--- src/rtl/mem_ctrl_if.sv ---
// Bundle of the mem_ctrl request/response and RAM/IO bus signals.
//   slave  : the controller side (mem_ctrl)
//   master : the environment side (LSB, instruction fetch, RAM/IO)
// Signals:
//   rdy_in, clear_flag              global ready / mispredict flush
//   mem_din, mem_dout, mem_a, mem_wr RAM/IO byte bus
//   io_buffer_full                  UART buffer full, blocks IO-window writes
//   full_mem, addr, data, op        LSB request (level until mem_ready)
//   mem_ready, mem_val              LSB completion pulse and load result
//   if_req, if_addr                 fetch request (level until if_ready)
//   if_ready, if_data               fetch completion pulse and word
interface mem_ctrl_if;
  logic        rdy_in;
  logic        clear_flag;
  logic [7:0]  mem_din;
  logic [7:0]  mem_dout;
  logic [31:0] mem_a;
  logic        mem_wr;
  logic        io_buffer_full;
  logic        full_mem;
  logic [31:0] addr;
  logic [31:0] data;
  logic [3:0]  op;
  logic        mem_ready;
  logic [31:0] mem_val;
  logic        if_req;
  logic [31:0] if_addr;
  logic        if_ready;
  logic [31:0] if_data;

  modport slave (
    input  rdy_in, clear_flag, mem_din, io_buffer_full,
           full_mem, addr, data, op, if_req, if_addr,
    output mem_dout, mem_a, mem_wr, mem_ready, mem_val, if_ready, if_data
  );

  modport master (
    output rdy_in, clear_flag, mem_din, io_buffer_full,
           full_mem, addr, data, op, if_req, if_addr,
    input  mem_dout, mem_a, mem_wr, mem_ready, mem_val, if_ready, if_data
  );
endinterface

--- src/rtl/mem_ctrl.sv ---
// Memory controller between the load/store buffer and the byte-wide RAM/IO bus.
// Arbitrates LSB requests (priority) against instruction-fetch requests and
// serialises each access into 1/2/4 byte beats, returning a single registered
// ready pulse with the assembled (and for loads, extended) result.
// Ports:
//   clk_in    system clock
//   rst_n_in  asynchronous active-low reset
//   bus       mem_ctrl_if.slave: LSB, fetch and RAM/IO signals
module mem_ctrl #(
  parameter logic [31:0] IO_BASE     = 32'h30000,
  parameter int unsigned FETCH_BYTES = 4
) (
  input logic      clk_in,
  input logic      rst_n_in,
  mem_ctrl_if.slave bus
);

  typedef enum logic [2:0] {StIdle, StLoad, StStore, StFetch, StDone} state_e;

  localparam logic [2:0] FetchN = 3'(FETCH_BYTES);

  state_e      state_q, state_d;
  logic [31:0] base_q, base_d;
  logic [31:0] data_q, data_d;
  logic [3:0]  op_q, op_d;
  logic [2:0]  nbytes_q, nbytes_d;
  logic [2:0]  cnt_q, cnt_d;
  logic [31:0] buf_q, buf_d;
  logic [31:0] mem_a_q, mem_a_d;
  logic [7:0]  mem_dout_q, mem_dout_d;
  logic [31:0] mem_val_q, mem_val_d;
  logic        mem_ready_q, mem_ready_d;
  logic [31:0] if_data_q, if_data_d;
  logic        if_ready_q, if_ready_d;

  logic        wr_en;
  logic        is_io;
  logic [31:0] assembled;
  logic [31:0] extended;
  logic [1:0]  cap_idx;
  logic [1:0]  nxt_idx;
  logic [2:0]  req_nbytes;

  assign is_io = (mem_a_q >= IO_BASE) && (mem_a_q <= IO_BASE + 32'd7);

  // Byte arriving on mem_din this cycle belongs to the beat issued last cycle.
  assign cap_idx = 2'(cnt_q - 3'd1);
  assign nxt_idx = 2'(cnt_q + 3'd1);

  always_comb begin
    assembled = buf_q;
    if (cnt_q != 3'd0) assembled[{cap_idx, 3'b000} +: 8] = bus.mem_din;
  end

  always_comb begin
    unique case (op_q[2:0])
      3'b000:  extended = {{24{assembled[7]}}, assembled[7:0]};
      3'b001:  extended = {{16{assembled[15]}}, assembled[15:0]};
      3'b100:  extended = {24'b0, assembled[7:0]};
      3'b101:  extended = {16'b0, assembled[15:0]};
      default: extended = assembled;
    endcase
  end

  always_comb begin
    unique case (bus.op[1:0])
      2'b00:   req_nbytes = 3'd1;
      2'b01:   req_nbytes = 3'd2;
      default: req_nbytes = 3'd4;
    endcase
  end

  always_comb begin
    state_d     = state_q;
    base_d      = base_q;
    data_d      = data_q;
    op_d        = op_q;
    nbytes_d    = nbytes_q;
    cnt_d       = cnt_q;
    buf_d       = buf_q;
    mem_a_d     = mem_a_q;
    mem_dout_d  = mem_dout_q;
    mem_val_d   = mem_val_q;
    if_data_d   = if_data_q;
    // Ready outputs are single-cycle pulses even while rdy_in freezes the FSM.
    mem_ready_d = 1'b0;
    if_ready_d  = 1'b0;
    wr_en       = 1'b0;

    if (bus.rdy_in) begin
      unique case (state_q)
        StIdle: begin
          if (!bus.clear_flag) begin
            if (bus.full_mem) begin
              base_d   = bus.addr;
              data_d   = bus.data;
              op_d     = bus.op;
              nbytes_d = req_nbytes;
              cnt_d    = 3'd0;
              buf_d    = 32'b0;
              mem_a_d  = bus.addr;
              if (bus.op[3]) begin
                mem_dout_d = bus.data[7:0];
                state_d    = StStore;
              end else begin
                state_d = StLoad;
              end
            end else if (bus.if_req) begin
              base_d   = bus.if_addr;
              nbytes_d = FetchN;
              cnt_d    = 3'd0;
              buf_d    = 32'b0;
              mem_a_d  = bus.if_addr;
              state_d  = StFetch;
            end
          end
        end

        StLoad, StFetch: begin
          if (bus.clear_flag) begin
            state_d = StIdle;
          end else begin
            if (cnt_q != 3'd0) buf_d = assembled;
            if (cnt_q == nbytes_q) begin
              state_d = StDone;
              if (state_q == StLoad) begin
                mem_ready_d = 1'b1;
                mem_val_d   = extended;
              end else begin
                if_ready_d = 1'b1;
                if_data_d  = assembled;
              end
            end else begin
              cnt_d = cnt_q + 3'd1;
              if (cnt_q + 3'd1 < nbytes_q) mem_a_d = base_q + 32'(cnt_q + 3'd1);
            end
          end
        end

        // Stores are committed: clear_flag does not abort them.
        StStore: begin
          if (!(is_io && bus.io_buffer_full)) begin
            wr_en = 1'b1;
            if (cnt_q == nbytes_q - 3'd1) begin
              state_d     = StDone;
              mem_ready_d = 1'b1;
              mem_val_d   = 32'b0;
            end else begin
              cnt_d      = cnt_q + 3'd1;
              mem_a_d    = base_q + 32'(cnt_q + 3'd1);
              mem_dout_d = data_q[{nxt_idx, 3'b000} +: 8];
            end
          end
        end

        StDone:  state_d = StIdle;
        default: state_d = StIdle;
      endcase
    end
  end

  always_ff @(posedge clk_in or negedge rst_n_in) begin
    if (!rst_n_in) begin
      state_q     <= StIdle;
      base_q      <= 32'b0;
      data_q      <= 32'b0;
      op_q        <= 4'b0;
      nbytes_q    <= 3'd0;
      cnt_q       <= 3'd0;
      buf_q       <= 32'b0;
      mem_a_q     <= 32'b0;
      mem_dout_q  <= 8'b0;
      mem_val_q   <= 32'b0;
      mem_ready_q <= 1'b0;
      if_data_q   <= 32'b0;
      if_ready_q  <= 1'b0;
    end else begin
      state_q     <= state_d;
      base_q      <= base_d;
      data_q      <= data_d;
      op_q        <= op_d;
      nbytes_q    <= nbytes_d;
      cnt_q       <= cnt_d;
      buf_q       <= buf_d;
      mem_a_q     <= mem_a_d;
      mem_dout_q  <= mem_dout_d;
      mem_val_q   <= mem_val_d;
      mem_ready_q <= mem_ready_d;
      if_data_q   <= if_data_d;
      if_ready_q  <= if_ready_d;
    end
  end

  assign bus.mem_a     = mem_a_q;
  assign bus.mem_dout  = mem_dout_q;
  assign bus.mem_wr    = wr_en;
  assign bus.mem_val   = mem_val_q;
  assign bus.mem_ready = mem_ready_q;
  assign bus.if_data   = if_data_q;
  assign bus.if_ready  = if_ready_q;

endmodule

--- src/flat_wrapper.sv ---
// flat-port wrapper written by rule: the top's interface ports become plain ports
module mem_ctrl_flat 
#(
  parameter logic [31:0] IO_BASE     = 32'h30000,
  parameter int unsigned FETCH_BYTES = 4
)
  (clk_in, rst_n_in, bus_rdy_in, bus_clear_flag, bus_mem_din, bus_io_buffer_full, bus_full_mem, bus_addr, bus_data, bus_op, bus_if_req, bus_if_addr, bus_mem_dout, bus_mem_a, bus_mem_wr, bus_mem_ready, bus_mem_val, bus_if_ready, bus_if_data);
  mem_ctrl_if bus_i ();
  input logic clk_in;
  input logic rst_n_in;
  input wire logic [$bits(bus_i.rdy_in)-1:0] bus_rdy_in;
  input wire logic [$bits(bus_i.clear_flag)-1:0] bus_clear_flag;
  input wire logic [$bits(bus_i.mem_din)-1:0] bus_mem_din;
  input wire logic [$bits(bus_i.io_buffer_full)-1:0] bus_io_buffer_full;
  input wire logic [$bits(bus_i.full_mem)-1:0] bus_full_mem;
  input wire logic [$bits(bus_i.addr)-1:0] bus_addr;
  input wire logic [$bits(bus_i.data)-1:0] bus_data;
  input wire logic [$bits(bus_i.op)-1:0] bus_op;
  input wire logic [$bits(bus_i.if_req)-1:0] bus_if_req;
  input wire logic [$bits(bus_i.if_addr)-1:0] bus_if_addr;
  output wire logic [$bits(bus_i.mem_dout)-1:0] bus_mem_dout;
  output wire logic [$bits(bus_i.mem_a)-1:0] bus_mem_a;
  output wire logic [$bits(bus_i.mem_wr)-1:0] bus_mem_wr;
  output wire logic [$bits(bus_i.mem_ready)-1:0] bus_mem_ready;
  output wire logic [$bits(bus_i.mem_val)-1:0] bus_mem_val;
  output wire logic [$bits(bus_i.if_ready)-1:0] bus_if_ready;
  output wire logic [$bits(bus_i.if_data)-1:0] bus_if_data;
  assign bus_i.rdy_in = bus_rdy_in;
  assign bus_i.clear_flag = bus_clear_flag;
  assign bus_i.mem_din = bus_mem_din;
  assign bus_i.io_buffer_full = bus_io_buffer_full;
  assign bus_i.full_mem = bus_full_mem;
  assign bus_i.addr = bus_addr;
  assign bus_i.data = bus_data;
  assign bus_i.op = bus_op;
  assign bus_i.if_req = bus_if_req;
  assign bus_i.if_addr = bus_if_addr;
  assign bus_mem_dout = bus_i.mem_dout;
  assign bus_mem_a = bus_i.mem_a;
  assign bus_mem_wr = bus_i.mem_wr;
  assign bus_mem_ready = bus_i.mem_ready;
  assign bus_mem_val = bus_i.mem_val;
  assign bus_if_ready = bus_i.if_ready;
  assign bus_if_data = bus_i.if_data;
  mem_ctrl #(.IO_BASE(IO_BASE), .FETCH_BYTES(FETCH_BYTES)) u_core (.clk_in(clk_in), .rst_n_in(rst_n_in), .bus(bus_i));
endmodule
--- config.mk ---
export PLATFORM = sky130hd
export DESIGN_NAME = mem_ctrl_flat
export DESIGN_NICKNAME = d
export VERILOG_FILES = /design/src/rtl/mem_ctrl_if.sv /design/src/rtl/mem_ctrl.sv /design/src/flat_wrapper.sv
export SDC_FILE = /design/constraint.sdc
export NUM_CORES = 1
export LEC_CHECK = 0
export CAP_MARGIN = 20
export CORE_ASPECT_RATIO = 1.2
export CORE_MARGIN = 5
export CORE_UTILIZATION = 40
export CTS_CLUSTER_SIZE = 24
export DETAILED_ROUTE_END_ITERATION = 6
export GPL_ROUTABILITY_DRIVEN = 0
export MAX_ROUTING_LAYER = met4
export PLACE_DENSITY = 0.72
export SLEW_MARGIN = 10
export SYNTH_ARGS = -nofsm -noshare
export SYNTH_HDL_FRONTEND = slang
export SYNTH_SLANG_ARGS = --single-unit
--- constraint.sdc ---
create_clock -name clk_in -period 11.24 [get_ports clk_in]
set_clock_uncertainty 0.2 [all_clocks]
set_input_delay 2.248 -clock clk_in [delete_from_list [all_inputs] [get_ports clk_in]]
set_output_delay 2.248 -clock clk_in [all_outputs]
set_load 0.02 [all_outputs]
==> results.md, run 1 <==
- Result of the run: complete, no violations
- CTS tree: done
- Synth unique cells: 70
- Leakage power summed over all cells: 6.15 nW
- Grt met3 use: 2.74%
- Final Hold Vio Count: 0
- Setup repair after global routing missed its margin: false
- Top flip-flop cell by instance count after synthesis: sky130_fd_sc_hd__dfrtp_1
- Chip Width: 163 um
- Max-slew violation count: 0
- Final critical-path share of the clock period: 62.7%
- Number of hold buffers added after cts: 0
- Worst max-slew margin expressed relative to the limit: 28.5%
- Post-placement setup slack: 4210 ps
- Data required time of the critical path: 8790 ps
- Gr busiest metal: met2
- Cell type of the slowest stage on the worst timing path: sky130_fd_sc_hd__clkdlybuf4s50_1
- Fraction of registers with async set/reset: 100%
- Internal power: 2.45 mW
- Share of total power in combinational logic: 44.5%
- Synth top cells by count: sky130_fd_sc_hd__dfrtp_1 (214), sky130_fd_sc_hd__nand2_1 (107), sky130_fd_sc_hd__nor2_1 (90)
- Worst hold path endpoint: u_core.buf_q[3]
- Syn avg cell area: 10.3 sq um
- Filler-free cell count of the finished design: 1670
- Total global-route track usage: 20.8%
- Grt met2 use: 36.0%
- Area of the die: 31400 sq um
- Capture instance of the worst register-to-register path: u_core.bus.mem_a[19]
- Clock latency on the worst-skew pair: 520 ps
- Number of fill cells in the layout: 2447
- Worst reg2reg startpoint: u_core.cnt_q[0]
- Most instantiated library cell after synthesis: sky130_fd_sc_hd__dfrtp_1
- Sw frac: 39.4%
- Maximum vdd drop: 0.152 mV
- Effective utilization at floorplan: 40.3%
- Library cell used as clock root buffer: sky130_fd_sc_hd__clkbuf_16
- Final routed DRC violation total: 0
- WS Path Type: in2out
- Largest incremental delay on the critical path: 570 ps
- Clk sinks: 214
- Crit. End Element: output pin
- Power per cell area: 276 nW/um^2
- Post-Route Setup TNS: 0 ps
- Hold path depth: 2
- Share of power burned in the clock network: 22.5%
- Beginning of the worst hold path: u_core.buf_q[3]
- Worst-path maximum fanout: 3
- Kind of cell with the highest combined delay on the critical path: simple AND/OR/NAND/NOR gates
- Area share of the leading cell type in the synthesized netlist: 47.9%
- DIE HEIGHT: 193 um
- Gate Count Post-Synth: 1090
- Share of synthesized area occupied by flip-flops and latches: 47.9%
- Worst hold slack: 281 ps
- Dpl hpwl: 22400 um
- Cell repeated most along the worst path: sky130_fd_sc_hd__clkdlybuf4s50_1
- Count of state elements after synthesis: 214
- Net Sw Power: 1.59 mW
- Min cycle time layout: 7040 ps
- Number of port buffers: 221
- Layout Cell Area excl Fill: 14600 sq um
- Leftover overflow at the end of global routing: 0
- Count of flip-flops with a built-in enable after synthesis: 0
- First-pass iteration count of the detailed router: 6
- Cell depth of the worst flop-to-flop path: 9
- # Post-CTS Setup Buffers: 0
- Iter 0 DRT Violations: 624
- H-tree levels: 1
- Max clock buf depth: 3
- Mean routed wirelength per cell: 19.5 um
- Worst path buffer plus inverter count: 2
- Synth Warn #: 0
- Maximum number of pins on one net before global-route repair: 82
- Layout Nets: 1403
- Number of logic stages on the critical path including buffering: 6
- Core outline area: 27700 sq um
- Count of endpoints failing setup in the final report: 0
- Total of max-cap violations: 0
- Share of post-route cells with drive strength above 1: 13.0%
- IO Count: 222
- Cell type contributing the most total cell area after synthesis: sky130_fd_sc_hd__dfrtp_1
- Worst-path clk slew: 60 ps
- Tightest Pin Transition: 1070 ps
- Instance area after placement: 13700 sq um
- Total number of vias: 9379
- Placement row count: 67
- Total Wirelength: 32500 um
- Sequential fraction of design power: 33.0%
- Met1 Resource Use GR: 25.7%
- Reg2reg setup slack: 6360 ps
- Syn-to-layout area delta: 30.9%
- Maximum frequency from static timing analysis: 0.142 GHz
- Crit path cell chain: clkdlybuf4s50_1 > nor4bb_1 > nand4_1 > or2_2 > and3_1 > clkdlybuf4s50_1
- Vias in the first global route: 9595
- Quantity of gates resized following cts: 0
- Class of the worst hold path: reg2reg
- Post-Syn Nets: 1220
- Startpoint class of the critical path: input port
- Vias per std cell: 5.62
- Initial antenna violation count: 1
- Post-Synthesis Cell Area: 11200 sq um
- Critical path data arrival time: 4600 ps
- Routed Antenna Nets: 0
- Top area cells in the synthesized netlist: sky130_fd_sc_hd__dfrtp_1 (48%), sky130_fd_sc_hd__mux2_2 (7.3%), sky130_fd_sc_hd__mux2i_1 (3.9%)
- Total CTS buffers: 24
- Worst setup margin: 4200 ps
- Cell count after placement: 1626
- First-pass GRT wire length: 51600 um
==> worst min-delay path, cell delays in order, from the launching register on <==
cell and delay (ps):
sky130_fd_sc_hd__dfrtp_1 340, sky130_fd_sc_hd__nand2_1 50, sky130_fd_sc_hd__o31ai_1 50
==> metrics by stage <==
stage	util [%]	power, mW
2_1_floorplan	-	2.44
5_1_grt	52.7	4.29
6_report	52.7	4.04
3_3_place_gp	49.4	3.08
4_1_cts	52.7	4.06
3_5_place_dp	49.4	3.13
==> power by group through the flow <==
stage               registers [mW]  clock network (mW)  logic, mW
global route                  1.37               0.959       1.96
finish                        1.33               0.911       1.80
floorplan                     1.40                   0       1.03
detailed placement            1.34                   0       1.80
global placement              1.32                   0       1.75
CTS                           1.33               0.927       1.81
==> how the worst max path moves through the flow <==
stage,startpoint,end
detailed placement,bus_io_buffer_full,bus_mem_wr
CTS,bus_io_buffer_full,bus_mem_wr
floorplan,bus_io_buffer_full,bus_mem_wr
global placement,bus_io_buffer_full,bus_mem_wr
global route,bus_io_buffer_full,bus_mem_wr
finish,bus_io_buffer_full,bus_mem_wr
==> state kept, by name, indices dropped and copies added (netlist names) <==
| register | count |
|---|---|
| u_core.bus.mem_val | 32 |
| u_core.bus.mem_a | 32 |
| u_core.data_q | 32 |
| u_core.bus.if_ready | 1 |
| u_core.op_q | 3 |
| u_core.cnt_q | 3 |
| u_core.base_q | 32 |
| u_core.state_q | 3 |
| u_core.bus.if_data | 32 |
| u_core.nbytes_q | 3 |
| u_core.buf_q | 32 |
| u_core.bus.mem_dout | 8 |
| u_core.bus.mem_ready | 1 |
==> cell families (layout without fill, tap and decap cells) <==
group	Yosys count	count (layout)	share of synthesized area [%]
mux	123	123	12.7
buf+inv	100	300	3.67
compound gates	282	282	17.5
other cells	0	1	0
simple gates	345	345	15.4
xor+xnor	11	11	0.985
fa+ha+maj	15	15	1.75
flops	214	214	47.9
==> cell usage in the layout (no fill, tap or decap), types with 4 or more instances in the layout <==
| cell type | count |
|---|---|
| sky130_fd_sc_hd__nor4_1 | 12 |
| sky130_fd_sc_hd__o211ai_1 | 5 |
| sky130_fd_sc_hd__clkbuf_8 | 8 |
| sky130_fd_sc_hd__nand2b_1 | 6 |
| sky130_fd_sc_hd__xor2_1 | 8 |
| sky130_fd_sc_hd__a31oi_1 | 5 |
| sky130_fd_sc_hd__o2bb2ai_1 | 16 |
| sky130_fd_sc_hd__nand2_1 | 107 |
| sky130_fd_sc_hd__and2_1 | 13 |
| sky130_fd_sc_hd__clkdlybuf4s50_1 | 219 |
| sky130_fd_sc_hd__mux2i_1 | 43 |
| sky130_fd_sc_hd__nor3_1 | 9 |
| sky130_fd_sc_hd__a22o_1 | 10 |
| sky130_fd_sc_hd__clkbuf_16 | 25 |
| sky130_fd_sc_hd__dfrtp_1 | 214 |
| sky130_fd_sc_hd__o31ai_1 | 51 |
| sky130_fd_sc_hd__mux2_2 | 72 |
| sky130_fd_sc_hd__a211oi_1 | 4 |
| sky130_fd_sc_hd__and3_1 | 13 |
| sky130_fd_sc_hd__a221o_1 | 10 |
| sky130_fd_sc_hd__a21oi_1 | 74 |
| sky130_fd_sc_hd__and4_1 | 4 |
| sky130_fd_sc_hd__a41o_1 | 4 |
| sky130_fd_sc_hd__or3_1 | 13 |
| sky130_fd_sc_hd__o21ai_0 | 46 |
| sky130_fd_sc_hd__or3b_2 | 6 |
| sky130_fd_sc_hd__nand4_1 | 20 |
| sky130_fd_sc_hd__nor2_1 | 89 |
| sky130_fd_sc_hd__a221oi_1 | 9 |
| sky130_fd_sc_hd__nand3_1 | 27 |
| sky130_fd_sc_hd__ha_1 | 14 |
| sky130_fd_sc_hd__o31a_1 | 10 |
| sky130_fd_sc_hd__inv_1 | 21 |
| sky130_fd_sc_hd__buf_4 | 14 |
| sky130_fd_sc_hd__a22oi_1 | 17 |
| sky130_fd_sc_hd__bufinv_16 | 6 |
| sky130_fd_sc_hd__mux4_2 | 8 |
==> area by class of cell <==
| class | instances | area (sq um) | share of cell area [%] |
|---|---|---|---|
| Clock inverter | 9 | 195 | 1.33 |
| Sequential cell | 214 | 5360 | 36.6 |
| Timing Repair Buffer | 235 | 2320 | 15.8 |
| Inverter | 22 | 82.6 | 0.565 |
| Tap cell | 379 | 474 | 3.24 |
| Multi-Input combinational cell | 776 | 5470 | 37.4 |
| Clock buffer | 34 | 729 | 4.99 |
| Antenna cell | 1 | 2.50 | 0.0171 |
==> per-layer routing <==
layer / vias to the layer above / wire, um
met4: 0 / 956
met3: 53 / 1860
met5: - / 0
li1: 4399 / -
met1: 4579 / 13000
met2: 348 / 16700
(Power assumes the default switching activity.)
==> inputs of run 2 (changes only) <==
--- a/config.mk
+++ b/config.mk
@@ -13,7 +13,7 @@
 export DETAILED_ROUTE_END_ITERATION = 6
 export GPL_ROUTABILITY_DRIVEN = 0
 export MAX_ROUTING_LAYER = met4
-export PLACE_DENSITY = 0.72
+export PLACE_DENSITY = 0.74
 export SLEW_MARGIN = 10
 export SYNTH_ARGS = -nofsm -noshare
 export SYNTH_HDL_FRONTEND = slang
==> constraint.sdc (replaced) <==
create_clock -name clk_in -period 5.8 [get_ports clk_in]
set_clock_uncertainty 0.2 [all_clocks]
set_input_delay 1.16 -clock clk_in [delete_from_list [all_inputs] [get_ports clk_in]]
set_output_delay 1.16 -clock clk_in [all_outputs]
set_load 0.02 [all_outputs]
==> run 2 against run 1 <==
Against the previous run:
- sequential cell count unchanged
- non-clock buffer count up 3
- clock power up 60%
- combinational power up 93%
- utilization down 0.51 points
- die area unchanged
==> results.md, run 2 (synthesis results as in run 1) <==
- Worst setup margin: 968 ps (-3230 ps)
- CTS tree: done
- Max clock buf depth: 3 (unchanged)
- Post-Route Setup TNS: 0 ps (unchanged)
- Syn-to-layout area delta: 29.6%
- Vias per std cell: 5.62 (+0.14%)
- Most common cell after layout, fill and taps aside: sky130_fd_sc_hd__clkdlybuf4s50_1
- Total CTS buffers: 23 (-4.2%)
- Core outline area: 27700 sq um (unchanged)
- Worst-path maximum fanout: 3 (unchanged)
- Cell type of the slowest stage on the worst timing path: sky130_fd_sc_hd__clkdlybuf4s50_1
- Crit. End Element: output pin
- Leakage power summed over all cells: 6.08 nW (-1.2%)
- H-tree levels: 1 (unchanged)
- Chip Width: 163 um (unchanged)
- Grt met3 use: 2.28% (-0.47 points)
- Total global-route track usage: 20.3% (-0.56 points)
- Class of the worst hold path: reg2reg
- Count of endpoints failing setup in the final report: 0 (unchanged)
- Quantity of gates resized following cts: 0 (unchanged)
- Effective utilization at floorplan: 40.3% (unchanged)
- Number of port buffers: 221 (unchanged)
- Maximum frequency from static timing analysis: 0.207 GHz
- Initial antenna violation count: 2 (+1)
- Sw frac: 40.7% (+1.2 points)
- Layout Nets: 1405 (+0.14%)
- Total number of vias: 9409 (+0.32%)
- Total Wirelength: 31900 um (-1.9%)
- Total of max-cap violations: 0 (unchanged)
- Worst-path clk slew: 60 ps (about the same)
- Min cycle time layout: 4830 ps
- # Post-CTS Setup Buffers: 0 (unchanged)
- Startpoint class of the critical path: input port
- Tightest Pin Transition: 1100 ps (+31.2 ps)
- Setup repair after global routing missed its margin: false
- Maximum number of pins on one net before global-route repair: 116 (+41%)
- First-pass GRT wire length: 50000 um (-3.1%)
- Library cell used as clock root buffer: sky130_fd_sc_hd__clkbuf_16
- Sequential fraction of design power: 34.4% (+1.4 points)
- Net Sw Power: 3.06 mW (+92%)
- Iter 0 DRT Violations: 691 (+11%)
- Share of power burned in the clock network: 19.4% (-3.1 points)
- Leftover overflow at the end of global routing: 0 (unchanged)
- Worst max-slew margin expressed relative to the limit: 26.4% (-2.1 points)
- Routed Antenna Nets: 0 (unchanged)
- Number of fill cells in the layout: 2420 (-1.1%)
- Worst hold slack: 279 ps (-1.32 ps)
- Data required time of the critical path: 4440 ps (-4350 ps)
- Final routed DRC violation total: 0 (unchanged)
- IO Count: 222 (unchanged)
- Result of the run: complete, no violations
- Number of hold buffers added after cts: 0 (unchanged)
- Maximum vdd drop: 0.291 mV (+91%)
- Share of total power in combinational logic: 46.2% (+1.7 points)
- Critical path data arrival time: 3470 ps (-1130 ps)
- Vias in the first global route: 9138 (-4.8%)
- Placement row count: 67 (unchanged)
- WS Path Type: in2out
- Largest incremental delay on the critical path: 580 ps (about the same)
- Met1 Resource Use GR: 25.3% (-0.41 points)
- DIE HEIGHT: 193 um (unchanged)
- Cell repeated most along the worst path: sky130_fd_sc_hd__clkdlybuf4s50_1
- Area of the die: 31400 sq um (unchanged)
- Gr busiest metal: met2
- Final critical-path share of the clock period: 83.3%
- Dpl hpwl: 22200 um (-0.76%)
- Final Hold Vio Count: 0 (unchanged)
- Mean routed wirelength per cell: 19.1 um (-2.1%)
- Max-slew violation count: 0 (unchanged)
- Clock latency on the worst-skew pair: 500 ps (-20 ps)
- First-pass iteration count of the detailed router: 5 (-1)
- Worst path buffer plus inverter count: 2 (unchanged)
- Kind of cell with the highest combined delay on the critical path: simple AND/OR/NAND/NOR gates
- Internal power: 4.46 mW (+82%)
- Crit path cell chain: clkdlybuf4s50_1 > nor4bb_1 > nand4_1 > or2_2 > and3_1 > clkdlybuf4s50_1
- Share of post-route cells with drive strength above 1: 13.0% (about the same)
- Highest-count cells in the layout ignoring fill and taps: sky130_fd_sc_hd__clkdlybuf4s50_1 (219), sky130_fd_sc_hd__dfrtp_1 (214), sky130_fd_sc_hd__nand2_1 (107)
- Power per cell area: 519 nW/um^2 (+88%)
- Grt met2 use: 34.6% (-1.3 points)
- Clk sinks: 214 (unchanged)
- Post-placement setup slack: 970 ps (-3240 ps)
## run 2: cell types whose count changed in the layout (fill, tap and decap cells not counted)
| cell | before | now |
|---|---|---|
| sky130_fd_sc_hd__a31oi_1 | 5 | 6 |
| sky130_fd_sc_hd__a31oi_2 | 1 | 0 |
| sky130_fd_sc_hd__buf_12 | 0 | 1 |
| sky130_fd_sc_hd__buf_4 | 14 | 16 |
| sky130_fd_sc_hd__bufinv_16 | 6 | 2 |
| sky130_fd_sc_hd__clkbuf_16 | 25 | 23 |
| sky130_fd_sc_hd__clkbuf_8 | 8 | 3 |
| sky130_fd_sc_hd__clkinv_2 | 3 | 6 |
| sky130_fd_sc_hd__clkinv_4 | 0 | 2 |
| sky130_fd_sc_hd__clkinvlp_4 | 0 | 3 |
| sky130_fd_sc_hd__diode_2 | 1 | 3 |
| sky130_fd_sc_hd__inv_6 | 0 | 1 |
## run 2: final timing paths
check,start,to,slack (ps),cells after the start
worst min-delay path,u_core.buf_q[0],u_core.buf_q[0],280,2
worst max register to register,u_core.cnt_q[0],u_core.bus.mem_a[20],1370,9
min in group asynchronous,rst_n_in,u_core.data_q[22],590,1
worst max-delay path,bus_io_buffer_full,bus_mem_wr,970,6
worst min register to register,u_core.buf_q[0],u_core.buf_q[0],280,2
max in group asynchronous,rst_n_in,u_core.bus.mem_val[24],3670,2
## run 2: area by class of cell
class | instances | area (sq um) | share of cell area, %
clock buffer | 27 | 611 | 4.21
sequential | 214 | 5360 | 37.0
multi-input combinational | 776 | 5470 | 37.7
clock inverter | 14 | 139 | 0.959
antenna | 3 | 7.51 | 0.0518
inverter | 22 | 82.6 | 0.570
timing repair buffer | 238 | 2350 | 16.2
tap | 379 | 474 | 3.27
## run 2: worst min-delay path: stages, from the launching register on
cell and delay, ps:
sky130_fd_sc_hd__dfrtp_1 340, sky130_fd_sc_hd__nand2_1 50, sky130_fd_sc_hd__o31ai_1 60
## run 2: through the flow
stage / cells / total power [mW] / cell area [sq um] / util, %
finish: 1673 / 7.52 / 14500 / 52.2
CTS: 1670 / 7.57 / 14500 / 52.2
global route: 1672 / 8.02 / 14500 / 52.2
detailed placement: 1629 / 6.06 / 13700 / 49.5
global placement: 1629 / 5.96 / 13700 / 49.5
floorplan: 1090 / 4.72 / 11200 / -
## run 2: routing by layer
metal	vias to the layer above	routed length, um
li1	4403	-
met1	4617	12800
met2	332	16300
met3	57	1790
met4	0	1010
met5	-	0
## run 2: power by group through the flow
stage	combinational, mW	clock [mW]	sequential, mW
finish	3.48	1.46	2.58
global route	3.79	1.56	2.66
CTS	3.49	1.50	2.58
detailed placement	3.47	0	2.59
global placement	3.40	0	2.57
floorplan	2.00	0	2.72
